$ cat src/rtl/sr_hr_writer.sv
// rtl/sr_hr_writer.sv - HR frame-buffer writer for 2x2 super-resolved quads
// Tracks LR pixel position and emits two 16-bit word writes (top/bottom HR rows) per quad.
module sr_hr_writer #(
  parameter int WIDTH  = 114,
  parameter int HEIGHT = 172,
  parameter int AW     = $clog2(2*WIDTH*HEIGHT)
) (
  input  logic          clk,
  input  logic          rst,
  input  logic          clr,
  input  logic          in_valid,
  input  logic [7:0]    in1,
  input  logic [7:0]    in2,
  input  logic [7:0]    in3,
  input  logic [7:0]    in4,
  output logic          wr_en,
  output logic [AW-1:0] wr_top_addr,
  output logic [15:0]   wr_top_data,
  output logic [AW-1:0] wr_bot_addr,
  output logic [15:0]   wr_bot_data,
  output logic          busy,
  output logic          frame_done,
  output logic          overflow
);

  localparam int XW = (WIDTH  > 1) ? $clog2(WIDTH)  : 1;
  localparam int YW = (HEIGHT > 1) ? $clog2(HEIGHT) : 1;
  localparam logic [AW-1:0] ROW_W  = AW'(WIDTH);
  localparam logic [AW-1:0] ROW_2W = AW'(2*WIDTH);

  typedef enum logic [1:0] {IDLE, RUN, DONE} state_t;

  state_t        state, state_nx;
  logic [XW-1:0] x, x_nx;
  logic [YW-1:0] y, y_nx;
  logic [AW-1:0] row_base, row_base_nx;
  logic          accept, last_px, overflow_nx;

  assign last_px = (x == XW'(WIDTH-1)) && (y == YW'(HEIGHT-1));

  always_comb begin
    state_nx    = state;
    x_nx        = x;
    y_nx        = y;
    row_base_nx = row_base;
    accept      = 1'b0;
    overflow_nx = overflow;
    if (clr) begin
      state_nx    = IDLE;
      x_nx        = '0;
      y_nx        = '0;
      row_base_nx = '0;
      overflow_nx = 1'b0;
    end else begin
      case (state)
        IDLE, RUN: begin
          if (in_valid) begin
            accept   = 1'b1;
            state_nx = last_px ? DONE : RUN;
            // row_base tracks 2y*WIDTH so no multiplier is needed for addresses
            if (x == XW'(WIDTH-1)) begin
              x_nx        = '0;
              y_nx        = y + YW'(1);
              row_base_nx = row_base + ROW_2W;
            end else begin
              x_nx = x + XW'(1);
            end
          end
        end
        DONE: begin
          if (in_valid) overflow_nx = 1'b1;
        end
        default: state_nx = IDLE;
      endcase
    end
  end

  always_ff @(posedge clk or posedge rst) begin
    if (rst) begin
      state       <= IDLE;
      x           <= '0;
      y           <= '0;
      row_base    <= '0;
      wr_en       <= 1'b0;
      wr_top_addr <= '0;
      wr_top_data <= '0;
      wr_bot_addr <= '0;
      wr_bot_data <= '0;
      busy        <= 1'b0;
      frame_done  <= 1'b0;
      overflow    <= 1'b0;
    end else begin
      state      <= state_nx;
      x          <= x_nx;
      y          <= y_nx;
      row_base   <= row_base_nx;
      wr_en      <= accept;
      busy       <= (state_nx == RUN);
      frame_done <= accept && last_px;
      overflow   <= overflow_nx;
      if (accept) begin
        wr_top_addr <= row_base + AW'(x);
        wr_bot_addr <= row_base + ROW_W + AW'(x);
        wr_top_data <= {in2, in1};
        wr_bot_data <= {in4, in3};
      end
    end
  end

endmodule
$ cat config.mk
export PLATFORM = sky130hd
export DESIGN_NAME = sr_hr_writer
export DESIGN_NICKNAME = d
export VERILOG_FILES = /design/src/rtl/sr_hr_writer.sv
export SDC_FILE = /design/constraint.sdc
export NUM_CORES = 1
export LEC_CHECK = 0
export BUFFER_PORTS_ARGS = -buffer_cell sky130_fd_sc_hd__buf_2
export CAP_MARGIN = 20
export CORE_UTILIZATION = 49
export CTS_BUF_LIST = sky130_fd_sc_hd__clkbuf_8 sky130_fd_sc_hd__clkbuf_16
export CTS_CLUSTER_SIZE = 40
export DETAILED_ROUTE_END_ITERATION = 7
export PLACE_DENSITY = 0.86
export RECOVER_POWER = 25
export REMOVE_ABC_BUFFERS = 1
export SKIP_CTS_REPAIR_TIMING = 1
export SLEW_MARGIN = 20
export SYNTH_ARGS = -nofsm -noshare
export SYNTH_HDL_FRONTEND = slang
export SYNTH_SLANG_ARGS = --single-unit
$ cat constraint.sdc
create_clock -name clk -period 2.8 [get_ports clk]
set_clock_uncertainty 0.15 [all_clocks]
set_input_delay 0.14 -clock clk [delete_from_list [all_inputs] [get_ports clk]]
set_output_delay 0.14 -clock clk [all_outputs]
set_load 0.02 [all_outputs]
======== After elaboration in Yosys (flattened, before gate mapping) ========
Cells that the tools add are included.
word-level totals
  logic and storage cells ................. 56
  latch bits .............................. 0
  bits in read-only memories .............. 0
  memory bits (writable) .................. 0
  memories ................................ 0
  bits of input ports ..................... 36
  register bits after elaboration ......... 101
operators by class
  equality and inequality tests ........... 5
  multiplexer cells ....................... 22
  shift operators ......................... 0
  add/subtract/negate cells ............... 6
  $lt $le $gt $ge ......................... 0
  divide/modulo/power cells ............... 0
  reductions and logical operators ........ 11
  bitwise gates (word level) .............. 0
  multipliers ............................. 0
operators with widths
  operator                                                         number
  16-bit two-way mux                                               4
  16-bit by 7-bit adder with 16-bit output                         2
  8-bit two-way mux                                                4
  7-bit two-way mux                                                4
  16-bit by 7-bit adder with 16-bit output, second input constant  1
  16-bit by 8-bit adder with 16-bit output, second input constant  1
  8-bit by 1-bit adder with 8-bit output, second input constant    1
  8-bit == test, second input constant                             1
  2-bit nonzero test                                               4
  7-bit by 1-bit adder with 7-bit output, second input constant    1
  7-bit == test, second input constant                             1
  1-bit two-way mux                                                6
  2-bit two-way mux                                                3
  2-bit by 1-bit == test with 1-bit output, second input constant  2
  2-bit case mux with 2 select lines                               1
  2-bit AND reduction                                              2
  3-bit AND reduction                                              1
  2-bit == test, second input constant                             1
  1-bit logical AND                                                2
  2-bit logical NOT                                                1
  2-bit OR reduction                                               1

======== Longest topological paths before layout ========
Gate-level depths: netlist of run 1.
  depth in word-level cells ............... 7
  depth in mapped cells ................... 9
  depth with buffers taken out ............ 9

======== Worst setup path after synthesis of run 1 ========
OpenSTA, ideal clock, no wires.
  path type ............................... flip-flop to flip-flop
  from .................................... register row_base[5]
  to ...................................... register wr_bot_addr[9]
  cell stages (with the launch flop) ...... 10
  data required time ...................... 2.516 ns
  path buffers ............................ 0
  library setup time ...................... 0.134 ns
  slack ................................... 0.453 ns
  data arrival time ....................... 2.064 ns
  cell sequence ........................... dfrtp_1 -> inv_1 -> ha_1 -> inv_1 -> ha_1 -> or3_1 -> o22ai_2 -> a21boi_1 -> xnor2_1 -> o21ai_0
on the way
  longest elaborated chain between the ends .. 2
RTL lines
  item                                                    RTL line  RTL
  start, declared                                         36        logic [AW-1:0] row_base, row_base_nx;
  start signal, assigned                                  96        row_base <= row_base_nx;
  16-bit by 7-bit adder with 16-bit output (2 in series)  103       wr_bot_addr <= row_base + ROW_W + AW'(x);
  end signal, assigned                                    103
  end, declared                                           19        output logic [AW-1:0] wr_bot_addr,
Every way passes these cells.
A chain may end at the register's enable or synchronous reset.

======== Final worst setup path of run 1 ========
  from .................................... register x[5]
  to ...................................... register wr_bot_addr[9]
on the way
  longest elaborated chain between the ends .. 1
RTL lines
  item                                      RTL line  RTL
  start, declared                           34        logic [XW-1:0] x, x_nx;
  start signal, assigned                    94        x <= x_nx;
  16-bit by 7-bit adder with 16-bit output  103
Every way passes these cells.

==> flow_summary.toml, run 1 <==
[run_status]
outcome = "finished with violations"
violations = "max-capacitance violations, max-slew violations"

[setup_path]
cpMaxStageDelayCell = "or3_1"
start_kind = "flip-flop"
critPathKind = "reg -> reg"
worstPathCellList = "inv_1, ha_1, inv_1, ha_1, or3_1, o22ai_4, a21boi_1, xnor2_1, o21ai_0"
timing.rr.end = "wr_bot_addr[9]$_DFFE_PP0P_"
cp.arrival_ns = 2.76
slowest_delay_ns = 0.43
endpoint_kind = "flip-flop"
r2r_cells = 9
crit_fanout = 8
required_ns = 2.93
reg2reg_from = "x[5]$_DFFE_PP0P_"
r2r_setup_slack_ns = 0.17

[timing]
tns_ns = 0
finalHoldViolCount = 0
period_needed_ns = 2.63
fmax_ghz = 0.381
setup_viol_count_final = 0
slew_headroom = -0.174
whs_ns = 0.0675
drv_slew = 46
tightest_slew_ns = 1.76
rsz0062_at_grt = "no"
finalCritPeriodShare = 0.938

[logic_synthesis]
synth-adder-area-share = 0.0581
synth_enable_flop_cells = 0
async_flop_share = 1.00
netlist_top_cells_area = "dfrtp_1, nand2_1, xnor2_1"
synth-seq-cells = 98
yosys.area.top_type = "dfrtp_1"
synth_top_family_by_area = "simple AND/OR/NAND/NOR gates"
synth_compound_area_frac = 0.105
postSynthAreaPerCell_um2 = 9.31
synth_xor_area_frac = 0.0750
synth-seq-area-share = 0.500
ys_warn_count = 0
syn_area_um2 = 4910
syn_inst = 527
synth_cell_type_count = 59
synthDominantCellAreaShare = 0.500
synth_flop_cell = "dfrtp_1"
muxShareOfSynthArea = 0.00204
synth_simple_gate_area_frac = 0.220

[routing]
drc = 0
first_iter_violations = 253
antenna_left = 0
firstDrtPassIters = 5
wl_per_cell_um = 15.2
wirelength_um = 12000
vias_per_cell = 5.32
vias = 4201

[global_route]
grt_max_degree = 93
antenna_found_initial = 0
gr-usage-all-layers = 0.205
grt_pass1_vias = 3716
grt_pass1_wl_um = 16600
grt_overflow_total = 0

[cts]
clk_latency_ns = 0.37
clock_sinks = 98
cts_buffer_depth = 2
numCtsBuffers = 9
cts_max_level = 3
root_buffer = "clkbuf_8"
cts.clk_slew.worst_paths_ns = 0.08
cts_tree = "built"

[placed_design]
dpl.hpwl_um = 7770
io_buffers = 103
place_congestion = 0.890

[floorplanning]
ios = 104
die-area_um2 = 10400
fp.dieH_um = 102
core_area_um2 = 9730
rows = 36
die_w_um = 102
start_util = 0.504

[pwr]
ir_drop_v = 0.000215
swShare = 0.302
p_switching_w = 0.000895
power_leakage_nw = 2.89
p_clk_frac = 0.275
combPwrFrac = 0.191
sequentialPowerShare = 0.534
powerDensity_nw_per_um2 = 493
intPower_w = 0.00207

[final_layout]
num_antenna_cells = 0
finish.net_count = 710
synthToLayoutAreaGrowth_pct = 22.5
mostFrequentLayoutCell = "nand2_1"
drive_above_1_share = 0.166
layout_common_cells = "nand2_1, dfrtp_1, buf_2"
fill_cells = 747

[worst_hold_path]
hp-start = "clr"
min_to = "row_base[8]$_DFFE_PP0P_"
hold_depth = 2
worstHoldPathType = "in -> reg"

[run]
cap_violations = 1
-- power groups by stage --
stage          Sequential [W]  Combinational [W]  Clock [W]
2_1_floorplan         0.00172           0.000212          0
3_3_place_gp          0.00160           0.000511          0
3_5_place_dp          0.00160           0.000526          0
4_1_cts               0.00157           0.000527   0.000835
5_1_grt               0.00159           0.000618   0.000900
6_report              0.00158           0.000564   0.000815
-- worst max-delay path: cells and delay by family, from the launching register on --
kind / cells / cell delay [ns]
adders and majority gates: 2 / 0.62
DFF: 1 / 0.42
and+or+nand+nor: 1 / 0.43
buffers and inverters: 2 / 0.19
AOI/OAI and AO/OA: 3 / 0.58
xor gates and xnor gates: 1 / 0.14
-- how the worst max path moves through the flow --
stage	from	endpoint	slack (ns)	cells after the start
final	x[5]$_DFFE_PP0P_	wr_bot_addr[9]$_DFFE_PP0P_	0.17	9
after global routing	x[5]$_DFFE_PP0P_	wr_bot_addr[8]$_DFFE_PP0P_	0.02	9
after CTS	x[5]$_DFFE_PP0P_	wr_bot_addr[9]$_DFFE_PP0P_	0.15	9
after detailed placement	x[5]$_DFFE_PP0P_	wr_bot_addr[9]$_DFFE_PP0P_	0.18	9
after global placement	row_base[6]$_DFFE_PP0P_	wr_bot_addr[15]$_DFFE_PP0P_	0.36	9
after floorplan	state[1]$_DFF_PP0_	x[5]$_DFFE_PP0P_	-1.05	5
-- registers in the layout, indices dropped and copies added, names as in the netlist --
signal	flops
wr_en	1
overflow	1
busy	1
row_base	14
state	2
y	8
wr_bot_data	16
wr_bot_addr	15
x	7
wr_top_addr	16
wr_top_data	16
frame_done	1
-- synth_stat cells, drive strengths merged, types with 2 or more instances --
cell type	number
nand4	4
buf	12
ha	18
fa	3
xor2	12
nor3	12
nand3	12
and4	3
a2111oi	2
o21bai	3
o21ai	38
a211oi	2
o22ai	2
nor2	34
or3	6
dfrtp	98
nor2b	2
and3	3
xnor2	30
nor3b	2
a21boi	3
nor4	2
o21a	3
clkbuf	14
a21oi	11
inv	19
nand2	156
nand2b	2
a31oi	5
o31ai	2
-- cell families (layout without fill, tap and decap cells) --
kind of cell / after synthesis / after routing
AOI/OAI and AO/OA: 75 / 75
xor gates and xnor gates: 42 / 42
adders and majority gates: 21 / 21
buffers and inverters: 46 / 176
DFF: 98 / 98
muxes: 1 / 1
other: 1 / 1
and+or+nand+nor: 243 / 243
-- metrics by stage --
step                      total power (W)  area, um^2  setup slack, ns  std cells   util
after floorplan                   0.00193        4790            -1.05        501      -
after global placement            0.00211        5530            0.356        741  0.568
after detailed placement          0.00213        5530            0.182        741  0.568
after CTS                         0.00294        5700            0.154        756  0.586
after global routing              0.00311        6010           0.0165        790  0.618
final                             0.00296        6010            0.174        790  0.618
-- final cells by class --
type                    instances  area, um^2  share of cell area
clock inverters                 4        20.0             0.00333
repair buffers                141         875               0.146
flip-flops and latches         98        2450               0.408
well taps                     133         166              0.0277
inverters                      20        75.1              0.0125
multi-input cells             383        2270               0.378
clock buffers                  11         151              0.0252
-- routing by layer --
metal  routed length (um)  track usage  vias to the layer above
met2                 5860        0.357                      218
met5                    0            0                        -
met1                 4660        0.237                     1992
met3                 1170       0.0561                       28
li1                     -            -                     1963
met4                  296       0.0923                        0
No activity file was read; power rests on OpenSTA's default activity.
==> run 2, diff against run 1 <==
--- a/config.mk
+++ b/config.mk
@@ -7,11 +7,11 @@
 export LEC_CHECK = 0
 export BUFFER_PORTS_ARGS = -buffer_cell sky130_fd_sc_hd__buf_2
 export CAP_MARGIN = 20
-export CORE_UTILIZATION = 49
+export CORE_UTILIZATION = 40
 export CTS_BUF_LIST = sky130_fd_sc_hd__clkbuf_8 sky130_fd_sc_hd__clkbuf_16
 export CTS_CLUSTER_SIZE = 40
 export DETAILED_ROUTE_END_ITERATION = 7
-export PLACE_DENSITY = 0.86
+export PLACE_DENSITY = 0.72
 export RECOVER_POWER = 25
 export REMOVE_ABC_BUFFERS = 1
 export SKIP_CTS_REPAIR_TIMING = 1
==> constraint.sdc (replaced) <==
create_clock -name clk -period 2.6 [get_ports clk]
set_clock_uncertainty 0.15 [all_clocks]
set_input_delay 0.13 -clock clk [delete_from_list [all_inputs] [get_ports clk]]
set_output_delay 0.13 -clock clk [all_outputs]
set_load 0.02 [all_outputs]
==> run 2 against run 1 <==
  * The flow still finishes with violations (max-capacitance violations, max-slew violations)
  * Combinational power is 11% higher
  * Sequential share of layout area is 1.6 points lower
  * Clock power is 52% higher
  * Design area is 4.1% higher
  * Count of clock-buffer cells in the layout is 1 lower
  * Total power is 20% higher
==> flow_summary.toml, run 2 (synthesis gave the netlist of run 1 again) <==
[worst_hold_path]
worstHoldPathType = "reg -> reg"
hp-start = "wr_bot_addr[2]$_DFFE_PP0P_"
hold_depth = 2
min_to = "wr_bot_addr[2]$_DFFE_PP0P_"

[placed_design]
dpl.cell_count = 766
pre_cts_slack_ns = 0.0896
dpl.hpwl_um = 7590
place_congestion = 0.833
io_buffers = 103

[cts]
cts.clk_slew.worst_paths_ns = 0.07
cts_buffer_depth = 2
clock_sinks = 98
cts_tree = "built"
cts_max_level = 3
numCtsBuffers = 9
clk_latency_ns = 0.34
root_buffer = "clkbuf_16"

[floorplanning]
die_w_um = 113
start_util = 0.410
core_area_um2 = 12000
rows = 40
die-area_um2 = 12700
fp.dieH_um = 113
ios = 104

[pwr]
power_leakage_nw = 3.03
powerDensity_nw_per_um2 = 568
ir_drop_v = 0.000291
power_w = 0.00355

[global_route]
grt_overflow_total = 0
grt_pass1_vias = 3737
gr-usage-all-layers = 0.177
antenna_found_initial = 0
grt_max_degree = 93
grt_pass1_wl_um = 17900

[setup_path]
cp.arrival_ns = 2.58
reg2reg_from = "x[5]$_DFFE_PP0P_"
crit_fanout = 8
required_ns = 2.70
timing.rr.end = "wr_bot_addr[9]$_DFFE_PP0P_"
r2r_setup_slack_ns = 0.12
critPathKind = "reg -> reg"
crit_start = "x[5]$_DFFE_PP0P_"
start_kind = "flip-flop"
endpoint_kind = "flip-flop"
r2r_cells = 9

[timing]
finalHoldViolCount = 0
period_needed_ns = 2.48
tightest_slew_ns = 1.76
slew_headroom = -0.175
fmax_ghz = 0.404
whs_ns = 0.323
worst_slack_ns = 0.122
drv_slew = 45
setup_viol_count_final = 0
finalCritPeriodShare = 0.953

[final_layout]
fill_cells = 1054
num_antenna_cells = 0
finish.net_count = 724
drive_above_1_share = 0.201
reg_top3 = "wr_bot_data x16, wr_top_addr x16, wr_top_data x16"
mostFrequentLayoutCell = "nand2_1"
fin_util = 0.523
instances_no_fill = 819
synthToLayoutAreaGrowth_pct = 27.5
layout_common_cells = "nand2_1, dfrtp_1, buf_2"

[routing]
vias = 4011
firstDrtPassIters = 4
vias_per_cell = 4.90
first_iter_violations = 192
wirelength_um = 11200
antenna_left = 0
wl_per_cell_um = 13.7
drc = 0

[run_status]
outcome = "finished with violations"
violations = "max-capacitance violations, max-slew violations"

[run]
cap_violations = 1
==> run 2: cell count changes in the layout (fill, tap and decap cells not counted), moves of 2 or more <==
cell and delta:
clkbuf_16 +9, clkbuf_8 -10, clkbuf_1 -9, clkinv_4 +2, buf_4 +13, inv_1 -2
buf_2 +9
==> run 2: layer usage <==
layer | track usage | routed length, um | vias to the layer above
met5 | 0 | 0 | -
met3 | 0.0407 | 740 | 7
li1 | - | - | 2005
met4 | 0.0498 | 78 | 0
met2 | 0.296 | 5440 | 129
met1 | 0.231 | 4990 | 1870
==> run 2: layout make-up <==
| class | count | area, um^2 | area share |
|---|---|---|---|
| clock buffers | 10 | 239 | 0.0382 |
| well taps | 147 | 184 | 0.0294 |
| clock inverters | 6 | 42.5 | 0.00680 |
| repair buffers | 155 | 993 | 0.159 |
| inverters | 20 | 75.1 | 0.0120 |
| flip-flops and latches | 98 | 2450 | 0.392 |
| multi-input cells | 383 | 2270 | 0.363 |
==> run 2: where the power goes <==
part / total (W) / switching (W) / leakage, nW / internal [W]
Sequential: 0.00169 / 0.0000586 / 1.29 / 0.00163
Clock: 0.00124 / 0.000566 / 0.134 / 0.000674
Combinational: 0.000624 / 0.000400 / 1.61 / 0.000224
==> run 2: worst max-delay path by stage <==
stage | endpoint | cells after the start
6_report | wr_bot_addr[9]$_DFFE_PP0P_ | 9
5_1_grt | wr_bot_addr[9]$_DFFE_PP0P_ | 9
4_1_cts | wr_bot_addr[9]$_DFFE_PP0P_ | 9
3_5_place_dp | wr_bot_addr[9]$_DFFE_PP0P_ | 9
3_3_place_gp | wr_bot_addr[15]$_DFFE_PP0P_ | 9
2_1_floorplan | x[5]$_DFFE_PP0P_ | 5
==> run 2: stage by stage <==
step | TNS, ns | cell area, um^2
5_1_grt | -0.0356 | 6260
3_5_place_dp | 0 | 5630
6_report | 0 | 6260
4_1_cts | 0 | 5910
3_3_place_gp | 0 | 5630
2_1_floorplan | -71.49 | 4790
==> run 2: critical path, cell delays in order (launching register included) <==
cell and delay, ns:
dfrtp_1 0.42, inv_1 0.09, ha_1 0.35, inv_1 0.08, ha_1 0.24, or3_1 0.42
o22ai_4 0.22, a21boi_1 0.13, xnor2_1 0.14, o21ai_0 0.16
